$ cat config.mk
export PLATFORM = sky130hd
export DESIGN_NAME = fft_bin_gate
export DESIGN_NICKNAME = d
export VERILOG_FILES = /design/src/rtl/fft_bin_gate.sv
export SDC_FILE = /design/constraint.sdc
export NUM_CORES = 1
export LEC_CHECK = 0
export CORE_MARGIN = 4
export CORE_UTILIZATION = 36
export CTS_CLUSTER_SIZE = 20
export DETAILED_ROUTE_END_ITERATION = 8
export PLACE_DENSITY = 0.6
export SLEW_MARGIN = 20
export SYNTH_ARGS = -nofsm -noshare
export SYNTH_HDL_FRONTEND = slang
export SYNTH_SLANG_ARGS = --single-unit
$ cat constraint.sdc
create_clock -name clk_in -period 16.7 [get_ports clk_in]
set_input_delay 3.34 -clock clk_in [delete_from_list [all_inputs] [get_ports clk_in]]
set_output_delay 3.34 -clock clk_in [all_outputs]
set_load 0.02 [all_outputs]
$ cat src/rtl/fft_bin_gate.sv
// ============================================================================
// fft_bin_gate -- aligns FFT bin beats into frames and forwards bins BIN_LO..BIN_HI
// through a first-word-fall-through FIFO. Optional macro: FFT_BIN_GATE_MAG_THRESHOLD_EN.
// Revision: 1.0
// ============================================================================
`default_nettype none

module fft_bin_gate #(
   parameter int FFT_SIZE   = 1024,
   parameter int BIN_LO     = 4,
   parameter int BIN_HI     = 128,
   parameter int FIFO_DEPTH = 8
) (
   input  logic                        clk_in,
   input  logic                        rst_in,
   input  logic [127:0]                fft_data_in,
   input  logic                        fft_valid_in,
   input  logic                        fft_last_in,
   output logic                        fft_ready_out,
   input  logic [16:0]                 mag_threshold,
   output logic [127:0]                bin_data_out,
   output logic [$clog2(FFT_SIZE)-1:0] bin_index_out,
   output logic                        bin_valid_out,
   input  logic                        bin_ready_in,
   output logic                        frame_done_out,
   output logic [15:0]                 drop_count_out
);

   localparam int IDX_W = $clog2(FFT_SIZE);
   localparam int PTR_W = $clog2(FIFO_DEPTH);
   localparam int CNT_W = PTR_W + 1;
   localparam int ENT_W = IDX_W + 128;

   typedef enum logic [0:0] {
      ALIGN = 1'b0,
      RUN   = 1'b1
   } state_t;

   state_t             state;
   logic [IDX_W-1:0]   bin_cnt;
   logic               frame_done;
   logic [ENT_W-1:0]   fifo_mem [FIFO_DEPTH];
   logic [PTR_W-1:0]   wr_ptr;
   logic [PTR_W-1:0]   rd_ptr;
   logic [CNT_W-1:0]   fifo_cnt;

   logic accept;
   logic pop;
   logic push;
   logic in_range;
   logic at_end;
   logic mag_pass;

   assign fft_ready_out  = fifo_cnt < CNT_W'(FIFO_DEPTH);
   assign bin_valid_out  = fifo_cnt != '0;
   assign frame_done_out = frame_done;

   // Outputs read as zero while the FIFO is empty so the storage needs no reset.
   assign bin_data_out  = bin_valid_out ? fifo_mem[rd_ptr][127:0] : '0;
   assign bin_index_out = bin_valid_out ? fifo_mem[rd_ptr][ENT_W-1 -: IDX_W] : '0;

`ifdef FFT_BIN_GATE_MAG_THRESHOLD_EN
   logic [16:0] re_ext;
   logic [16:0] im_ext;
   logic [16:0] re_abs;
   logic [16:0] im_abs;
   logic [16:0] mag;
   logic [15:0] drop_cnt;

   // 17-bit absolute values so that |-32768| is representable.
   assign re_ext   = {fft_data_in[15], fft_data_in[15:0]};
   assign im_ext   = {fft_data_in[31], fft_data_in[31:16]};
   assign re_abs   = re_ext[16] ? (~re_ext + 17'd1) : re_ext;
   assign im_abs   = im_ext[16] ? (~im_ext + 17'd1) : im_ext;
   assign mag      = re_abs + im_abs;
   assign mag_pass = mag >= mag_threshold;

   always_ff @(posedge clk_in) begin
      if (rst_in) begin
         drop_cnt <= '0;
      end else if (accept && (state == RUN) && in_range && !mag_pass
                   && (drop_cnt != 16'hFFFF)) begin
         drop_cnt <= drop_cnt + 16'd1;
      end
   end

   assign drop_count_out = drop_cnt;
`else
   logic unused_thr;

   assign unused_thr     = ^mag_threshold;
   assign mag_pass       = 1'b1;
   assign drop_count_out = '0;
`endif

   always_comb begin
      accept   = fft_valid_in && fft_ready_out;
      pop      = bin_valid_out && bin_ready_in;
      in_range = (bin_cnt >= IDX_W'(BIN_LO)) && (bin_cnt <= IDX_W'(BIN_HI));
      at_end   = bin_cnt == IDX_W'(FFT_SIZE - 1);
      push     = accept && (state == RUN) && in_range && mag_pass;
   end

   always_ff @(posedge clk_in) begin
      if (rst_in) begin
         state      <= ALIGN;
         bin_cnt    <= '0;
         frame_done <= 1'b0;
      end else begin
         frame_done <= 1'b0;
         if (accept) begin
            if (state == ALIGN) begin
               if (fft_last_in) begin
                  state   <= RUN;
                  bin_cnt <= '0;
               end
            end else if (fft_last_in) begin
               // A last beat anywhere but the final bin means we lost alignment.
               bin_cnt <= '0;
               if (at_end) begin
                  frame_done <= 1'b1;
               end else begin
                  state <= ALIGN;
               end
            end else if (at_end) begin
               bin_cnt <= '0;
               state   <= ALIGN;
            end else begin
               bin_cnt <= bin_cnt + IDX_W'(1);
            end
         end
      end
   end

   always_ff @(posedge clk_in) begin
      if (rst_in) begin
         wr_ptr   <= '0;
         rd_ptr   <= '0;
         fifo_cnt <= '0;
      end else begin
         if (push) begin
            wr_ptr <= wr_ptr + PTR_W'(1);
         end
         if (pop) begin
            rd_ptr <= rd_ptr + PTR_W'(1);
         end
         case ({push, pop})
            2'b10:   fifo_cnt <= fifo_cnt + CNT_W'(1);
            2'b01:   fifo_cnt <= fifo_cnt - CNT_W'(1);
            default: fifo_cnt <= fifo_cnt;
         endcase
      end
   end

   always_ff @(posedge clk_in) begin
      if (push) begin
         fifo_mem[wr_ptr] <= {bin_cnt, fft_data_in};
      end
   end

endmodule

`default_nettype wire

# After elaboration in Yosys (flattened, before gate mapping)
# Memory sizes are Yosys's and may differ from the RTL's. A register that Yosys moved wholly into a read port is not among the register bits.
# Cells that the tools add are included.
# W data, S select, Z words.
# word_totals
word_cells	47
inputBits	150
n_memories	1
ramBits	1104
regBits	22
out_inout_bits	157
# op_classes
eq_ne	3
add_sub_neg	5
reduce_logical	10
bitwise_logic	3
order_cmp	3
muxes	16
# mem_list
memory	depth	word_bits	rd	rd_ports_with_merged_regs	write_ports	line	rtl
fifo_mem	8	138	1	1	1	42	logic [ENT_W-1:0] fifo_mem [FIFO_DEPTH];
# ops
op	n
$mux W128	1
$mux W10	5
$add A10 B1 Y10 const B	1
$eq A10 B10 Y1 const B	1
$ge A10 B3 Y1 const B	1
$le A10 B8 Y1 const B	1
$pmux W4 S2	1
$mux W1	7
$add A3 B1 Y3 const B	2
$mux W3	2
$logic_and A1 B1 Y1	5
$add A4 B1 Y4 const B	1
$lt A4 B4 Y1 const B	1
$reduce_bool A2 Y1	2
$reduce_bool A4 Y1	1
$reduce_or A4 Y1	1
$sub A4 B1 Y4 const B	1
$not A1 Y1	3
$eq A2 B1 Y1 const B	1
$eq A2 B2 Y1 const B	1
$reduce_and A2 Y1	1

# Longest topological paths before layout
# Gate-level depths: netlist of the first run.
# depth
ltp_word	6
mapped_depth	12
mapped_depth_nobuf	11

# Worst setup path before layout of the first run
# Ideal clock, no wire load.
# synth_path
kind	in2reg
start	input port fft_valid_in
end	memory fifo_mem[0][0] (netlist bit) (enable)
arrival_ns	16.925
setup_ns	0.973
slack_ns	-1.198
cell_stages	5
cell_sequence	nor3b_1 -> and3_1 -> o21ai_2 -> buf_6 -> nor4_1
# synth_via
elab_chain_len	5
# synth_rtl
element	line	rtl
from (decl)	17	input logic fft_valid_in,
$logic_and A1 B1 Y1	97	accept = fft_valid_in && fft_ready_out;
$logic_and A1 B1 Y1 (2 in series)	101	push = accept && (state == RUN) && in_range && mag_pass;
$mux W1	156	if (push) begin
$mux W1 (implied by the code)	157	fifo_mem[wr_ptr] <= {bin_cnt, fft_data_in};
to (decl)	42	
# Every way passes these cells.

==> summary.txt, run 1 <==
Pwr
  • Tot Pwr: 0.00555 W
  • Net Switching: 0.00106 W
  • Seq pwr share: 55.9%
  • PD cells: 108 nW/um^2
  • Lkg Pwr: 15.3 nW
  • Clock network fraction of total power: 42.9%
  • Sw frac: 19.2%
  • Int Power: 0.00449 W
  • Peak VDD IR: 85.0 uV
  • Logic gate share of total power: 1.2%

Place
  • Pre-CTS setup slack: 8.84 ns
  • Placed cell count: 3759
  • Gpl congestion: 0.736
  • Final HPWL DP: 50500 um
  • I/O Buffers: 273

STA
  • Worst Clk Skew: 0.0157 ns
  • Final hold slack: 0.548 ns
  • Endpoints failing hold: 0
  • Slew at the pin with the worst max-slew slack: 1.12 ns
  • Slew Limit Fails: 0
  • RSZ-0062 raised after global routing: false
  • Tcrit/Tclk final: 49.5%
  • Slew headroom: 25.5%
  • Post-layout worst setup margin: 8.43 ns
  • Tmin final: 8.27 ns
  • # setup viols final: 0
  • Fmax: 0.121 GHz

Routing
  • Via count normalized by instance count: 5.05
  • # DRC: 0
  • Iteration-0 DRC Markers: 1563
  • Antenna-violating nets left: 0
  • Wire per inst: 24.0 um
  • DR vias: 20100
  • Drt total wl: 95300 um
  • Pre-Repair DR Iteration Count: 5

Floorplanning
  • Top-Level Pins: 307
  • Rows: 127
  • Die Y: 356 um
  • Initial Util: 36.3%
  • Chip width: 356 um
  • Core footprint: 120000 sq um
  • Die Area: 127000 sq um

Clock tree
  • Clock latency at the later pin of the worst-skew pair: 0.68 ns
  • Cts repair resizes: 0
  • CTS Buf Count: 114
  • Cts hold-fix bufs: 0
  • CTS Buffer Depth: 3
  • Setup Buffers After CTS: 0
  • Num Clock Sinks: 1129
  • Clock transition at path regs: 0.06 ns
  • H-tree Lvls: 3
  • Root Driver: clkbuf_16
  • CTS tree: built

GRT
  • Total congestion overflow: 0
  • Global-route wire length before repair: 141000 um
  • Initial antenna violation count: 11
  • GRT Overall Usage: 15.0%
  • Largest net degree at the start of global routing: 143
  • Number of global-route vias before repair: 21600

Layout
  • Area growth, synth to finish: 18.1%
  • Most frequent cells in the layout: edfxtp_1 (1104), mux4_2 (276), clkdlybuf4s50_1 (273), nor2_1 (152), mux2i_1 (140)
  • Most common cell after layout, fill and taps aside: edfxtp_1
  • # fillers: 10200
  • Non-Filler Instances: 3977
  • Final Net Count: 2421
  • Finished Core Util: 42.9%
  • Share of cells above drive strength 1: 20.9%

Logic synthesis
  • Number of synthesized register bits: 1129
  • Syn. warnings: 0
  • Synth area leader: edfxtp_1
  • Share of the synthesized area in the top cell type: 76.2%
  • Synth Instances: 1933
  • Syn Area/Cell: 22.5 sq um
  • Top area cells in the synthesized netlist: edfxtp_1 (76%), mux4_2 (14%), mux2i_1 (3.2%)
  • Mapped cell area: 43500 sq um
  • Synth unique cells: 56
  • Post-synthesis sequential area ratio: 77.3%

Setup path
  • Crit path max fanout: 47
  • Setup CP Type: reg -> out
  • CP Data Arrival Time: 4.93 ns
  • Crit end category: output port
  • Worst path required time: 13.36 ns
  • Worst Setup Start Kind: flop

Job
  • # Max-Cap Violations: 0

Run status
  • Outcome: finished, final reports clean

Min path
  • Worst Hold Class: reg -> reg
[power groups by stage]
stage                     clock [W]  sequential (W)  combinational [W]
final                       0.00238         0.00310          0.0000658
after global routing        0.00258         0.00310          0.0000721
after CTS                   0.00245         0.00310          0.0000659
after detailed placement          0         0.00316          0.0000657
after global placement            0         0.00316          0.0000599
after floorplan                   0         0.00317         0.00000896
[flip-flops by register name, summed over array words and instances (netlist names), named ones only]
name / cells
bin_cnt: 10
fifo_cnt: 4
fifo_mem: 1104
frame_done_out: 1
rd_ptr: 3
state: 1
wr_ptr: 3
[logic make-up after synthesis]
family          after synthesis  share of synthesized area (%)
other cells                   1                        0.00861
mux                         419                           17.6
buf+inv                     127                           2.12
simple gates                211                           2.19
compound gates               33                          0.486
flops                      1129                           77.3
xor+xnor                      6                          0.121
fa+ha+maj                     7                          0.201
[worst max-delay path, cell delays in order, from the launching register on]
cell and delay (ns):
dfxtp_4 0.98, buf_4 0.78, buf_4 0.86, mux4_2 0.60, mux2i_1 0.16, nor2_1 0.09, clkdlybuf4s50_1 0.67
[path summary, 6_finish.rpt]
kind | from | end | slack (ns) | cells after the start
setup reg to reg | bin_cnt[2] | fifo_mem[0][103] | 13.18 | 6
setup / recovery | flop | bin_data_out[64] | 8.43 | 6
hold reg to reg | rd_ptr[1] | flop | 0.55 | 2
hold / removal | rd_ptr[1] | flop | 0.55 | 2
[area by class of cell]
class / count / area [sq um] / area share, %
flip-flops and latches: 1129 / 33700 / 65.5
repair buffers: 316 / 3120 / 6.06
diodes: 6 / 15.0 / 0.0292
inverters: 11 / 41.3 / 0.0803
clock inverters: 69 / 487 / 0.946
clock buffers: 142 / 3020 / 5.87
well taps: 1612 / 2020 / 3.92
multi-input cells: 692 / 9060 / 17.6
[Yosys cell counts, drive strengths merged]
cell,instances
a211o,1
a211oi,1
a21oi,8
a2bb2oi,1
a31oi,3
a32o,1
and2,2
and3,2
and4,2
buf,93
clkbuf,23
conb,1
dfxtp,25
edfxtp,1104
ha,7
inv,11
mux2,3
mux2i,140
mux4,276
nand2,12
nand2b,1
nand3,7
nand3b,1
nand4,2
nand4bb,1
nor2,153
nor2b,4
nor3,6
nor3b,2
nor4,8
nor4b,1
o211a,2
o211ai,1
o21ai,13
o31a,1
o31ai,1
or2,2
or3,3
or4,1
or4b,1
xnor2,1
xor2,5
[per-layer routing]
metal,vias to the layer above,routed length [um],track usage (%)
met5,-,81,0
met4,10,1870,3.99
met3,135,5170,3.10
met2,531,47400,25.0
met1,10700,40800,20.2
li1,8673,-,-
[through the flow]
step | TNS, ns | area, sq um
floorplan | -661.44 | 43600
global placement | 0 | 47900
detailed placement | 0 | 47900
CTS | 0 | 51400
global route | 0 | 51400
finish | 0 | 51400
Power figures use the tool's default switching activity.
==> inputs of run 2 (changes only) <==
==> constraint.sdc (replaced) <==
create_clock -name clk_in -period 7.4 [get_ports clk_in]
set_input_delay 1.48 -clock clk_in [delete_from_list [all_inputs] [get_ports clk_in]]
set_output_delay 1.48 -clock clk_in [all_outputs]
set_load 0.02 [all_outputs]
==> run 2 against run 1 <==
  * Clock-buffer cell count fell by 1
  * Hold slack got worse by 0.0065 ns
  * Worst setup slack got worse by 6.2 ns
  * Critical path depth fell by 2
  * Critical path type unchanged
  * Highest routed layer unchanged
==> summary.txt, run 2 (synthesis results as in run 1) <==
STA
  • Endpoints failing hold: 0 (unchanged)
  • Post-layout worst setup margin: 2.26 ns (-6.17 ns)
  • RSZ-0062 raised after global routing: false
  • Slew Limit Fails: 0 (unchanged)
  • Slew at the pin with the worst max-slew slack: 0.994 ns (-0.123 ns)
  • Final hold slack: 0.541 ns (-0.00647 ns)
  • Tmin final: 5.14 ns
  • Fmax: 0.195 GHz
  • Tcrit/Tclk final: 69.5%
  • # setup viols final: 0 (unchanged)
  • Final setup TNS: 0 ns (unchanged)
  • Worst Clk Skew: 0.0218 ns (+0.00612 ns)
  • Slew headroom: 33.7% (+8.2 points)

Pwr
  • Peak VDD IR: 168 uV (+98%)
  • Tot Pwr: 0.0130 W (+130%)
  • Lkg Pwr: 15.4 nW (+0.76%)
  • PD cells: 251 nW/um^2 (+130%)

Routing
  • DR vias: 20000 (-0.48%)
  • Iteration-0 DRC Markers: 1519 (-2.8%)
  • Antenna-violating nets left: 0 (unchanged)
  • Via count normalized by instance count: 5.05 (-0.10%)
  • Pre-Repair DR Iteration Count: 5 (unchanged)
  • Wire per inst: 23.7 um (-1.3%)
  • Drt total wl: 93700 um (-1.7%)
  • # DRC: 0 (unchanged)

Layout
  • Final Net Count: 2408 (-0.54%)
  • Top flop regs: fifo_mem: 1104 flops, bin_cnt: 10 flops, fifo_cnt: 4 flops
  • Area occupied by multi-input gates: 9120 sq um (+0.61%)
  • Number of flip-flops in the largest register: 1104 (unchanged)
  • Biggest register: fifo_mem
  • Area growth, synth to finish: 19.5%
  • Most frequent cells in the layout: edfxtp_1 (1104), mux4_2 (276), clkdlybuf4s50_1 (273), nor2_1 (152), mux2i_1 (140)
  • FF/Latch Area: 33700 sq um (unchanged)
  • Non-Filler Instances: 3962 (-0.38%)
  • Most common cell after layout, fill and taps aside: edfxtp_1
  • # fillers: 10200 (-0.49%)
  • Share of cells above drive strength 1: 21.3% (+0.34 points)

Clock tree
  • Cts repair resizes: 0 (unchanged)
  • CTS Buf Count: 114 (unchanged)
  • Clock latency at the later pin of the worst-skew pair: 0.69 ns (about the same)
  • CTS Buffer Depth: 3 (unchanged)
  • Cts hold-fix bufs: 0 (unchanged)
  • CTS tree: built
  • Setup Buffers After CTS: 0 (unchanged)
  • Clock transition at path regs: 0.06 ns (about the same)
  • Num Clock Sinks: 1129 (unchanged)
  • Root Driver: clkbuf_16
  • H-tree Lvls: 3 (unchanged)

Floorplanning
  • Top-Level Pins: 307 (unchanged)
  • Core footprint: 120000 sq um (unchanged)
  • Die Area: 127000 sq um (unchanged)
  • Chip width: 356 um (unchanged)
  • Initial Util: 36.3% (unchanged)
  • Die Y: 356 um (unchanged)
  • Rows: 127 (unchanged)

Place
  • Placed cell count: 3747 (-0.32%)
  • Final HPWL DP: 47700 um (-5.4%)
  • Gpl congestion: 0.725 (-1.5%)
  • Pre-CTS setup slack: 2.64 ns (-6.19 ns)
  • I/O Buffers: 273 (unchanged)

Min path
  • Worst Hold Class: reg -> reg

Setup path
  • Crit path max fanout: 42 (-11%)
  • Worst path required time: 5.92 ns (-7.44 ns)
  • Worst Setup Start Kind: flop
  • Setup CP Type: reg -> out
  • CP Data Arrival Time: 3.66 ns (-1.27 ns)
  • Crit end category: output port
  • R2r setup slk: 4.12 ns (-9.06 ns)

GRT
  • Largest net degree at the start of global routing: 119 (-17%)
  • Initial antenna violation count: 9 (-2)
  • Global-route wire length before repair: 140000 um (-0.86%)
  • Number of global-route vias before repair: 21700 (+0.092%)
  • Total congestion overflow: 0 (unchanged)
  • GRT Overall Usage: 14.8% (-0.23 points)

Run status
  • Outcome: finished, final reports clean

Job
  • # Max-Cap Violations: 0 (unchanged)
[run 2: per-stage QoR]
step / cell area [sq um] / utilization (%)
5_1_grt: 52000 / 43.3
4_1_cts: 52000 / 43.3
3_3_place_gp: 48100 / 40.1
3_5_place_dp: 48100 / 40.1
2_1_floorplan: 43600 / -
6_report: 52000 / 43.3
[run 2: metal layers]
layer	global-route usage, %	share of wire, %
met3	2.94	5.2
met4	3.99	2.0
met2	25.2	51
met1	19.4	42
met5	0	0.059
[run 2: final timing paths]
check / startpoint / endpoint / cells past startpoint
max: flop / bin_index_out[7] / 4
min: rd_ptr[1] / flop / 2
max reg2reg: bin_cnt[0] / fifo_cnt[2] / 11
min reg2reg: rd_ptr[1] / flop / 2
[run 2: critical path: stages, from the launching register on]
cell             delay (ns)
dfxtp_4                0.84
buf_4                  0.90
mux2i_1                0.20
nor2_1                 0.32
clkdlybuf4s50_1        0.69
[run 2: cell type report]
class                      instances  area share (%)
sequential                      1129            64.7
clock inverter                    69            1.60
timing repair buffer             303            6.27
clock buffer                     141            5.88
inverter                          11          0.0794
tap                             1612            3.88
antenna                            5          0.0241
multi-input combinational        692            17.5
[run 2: where the power goes]
| part | internal [W] | total (W) | switching, W |
|---|---|---|---|
| registers | 0.00700 | 0.00700 | 0.00000112 |
| logic | 0.0000650 | 0.000149 | 0.0000838 |
| clock network | 0.00352 | 0.00588 | 0.00236 |
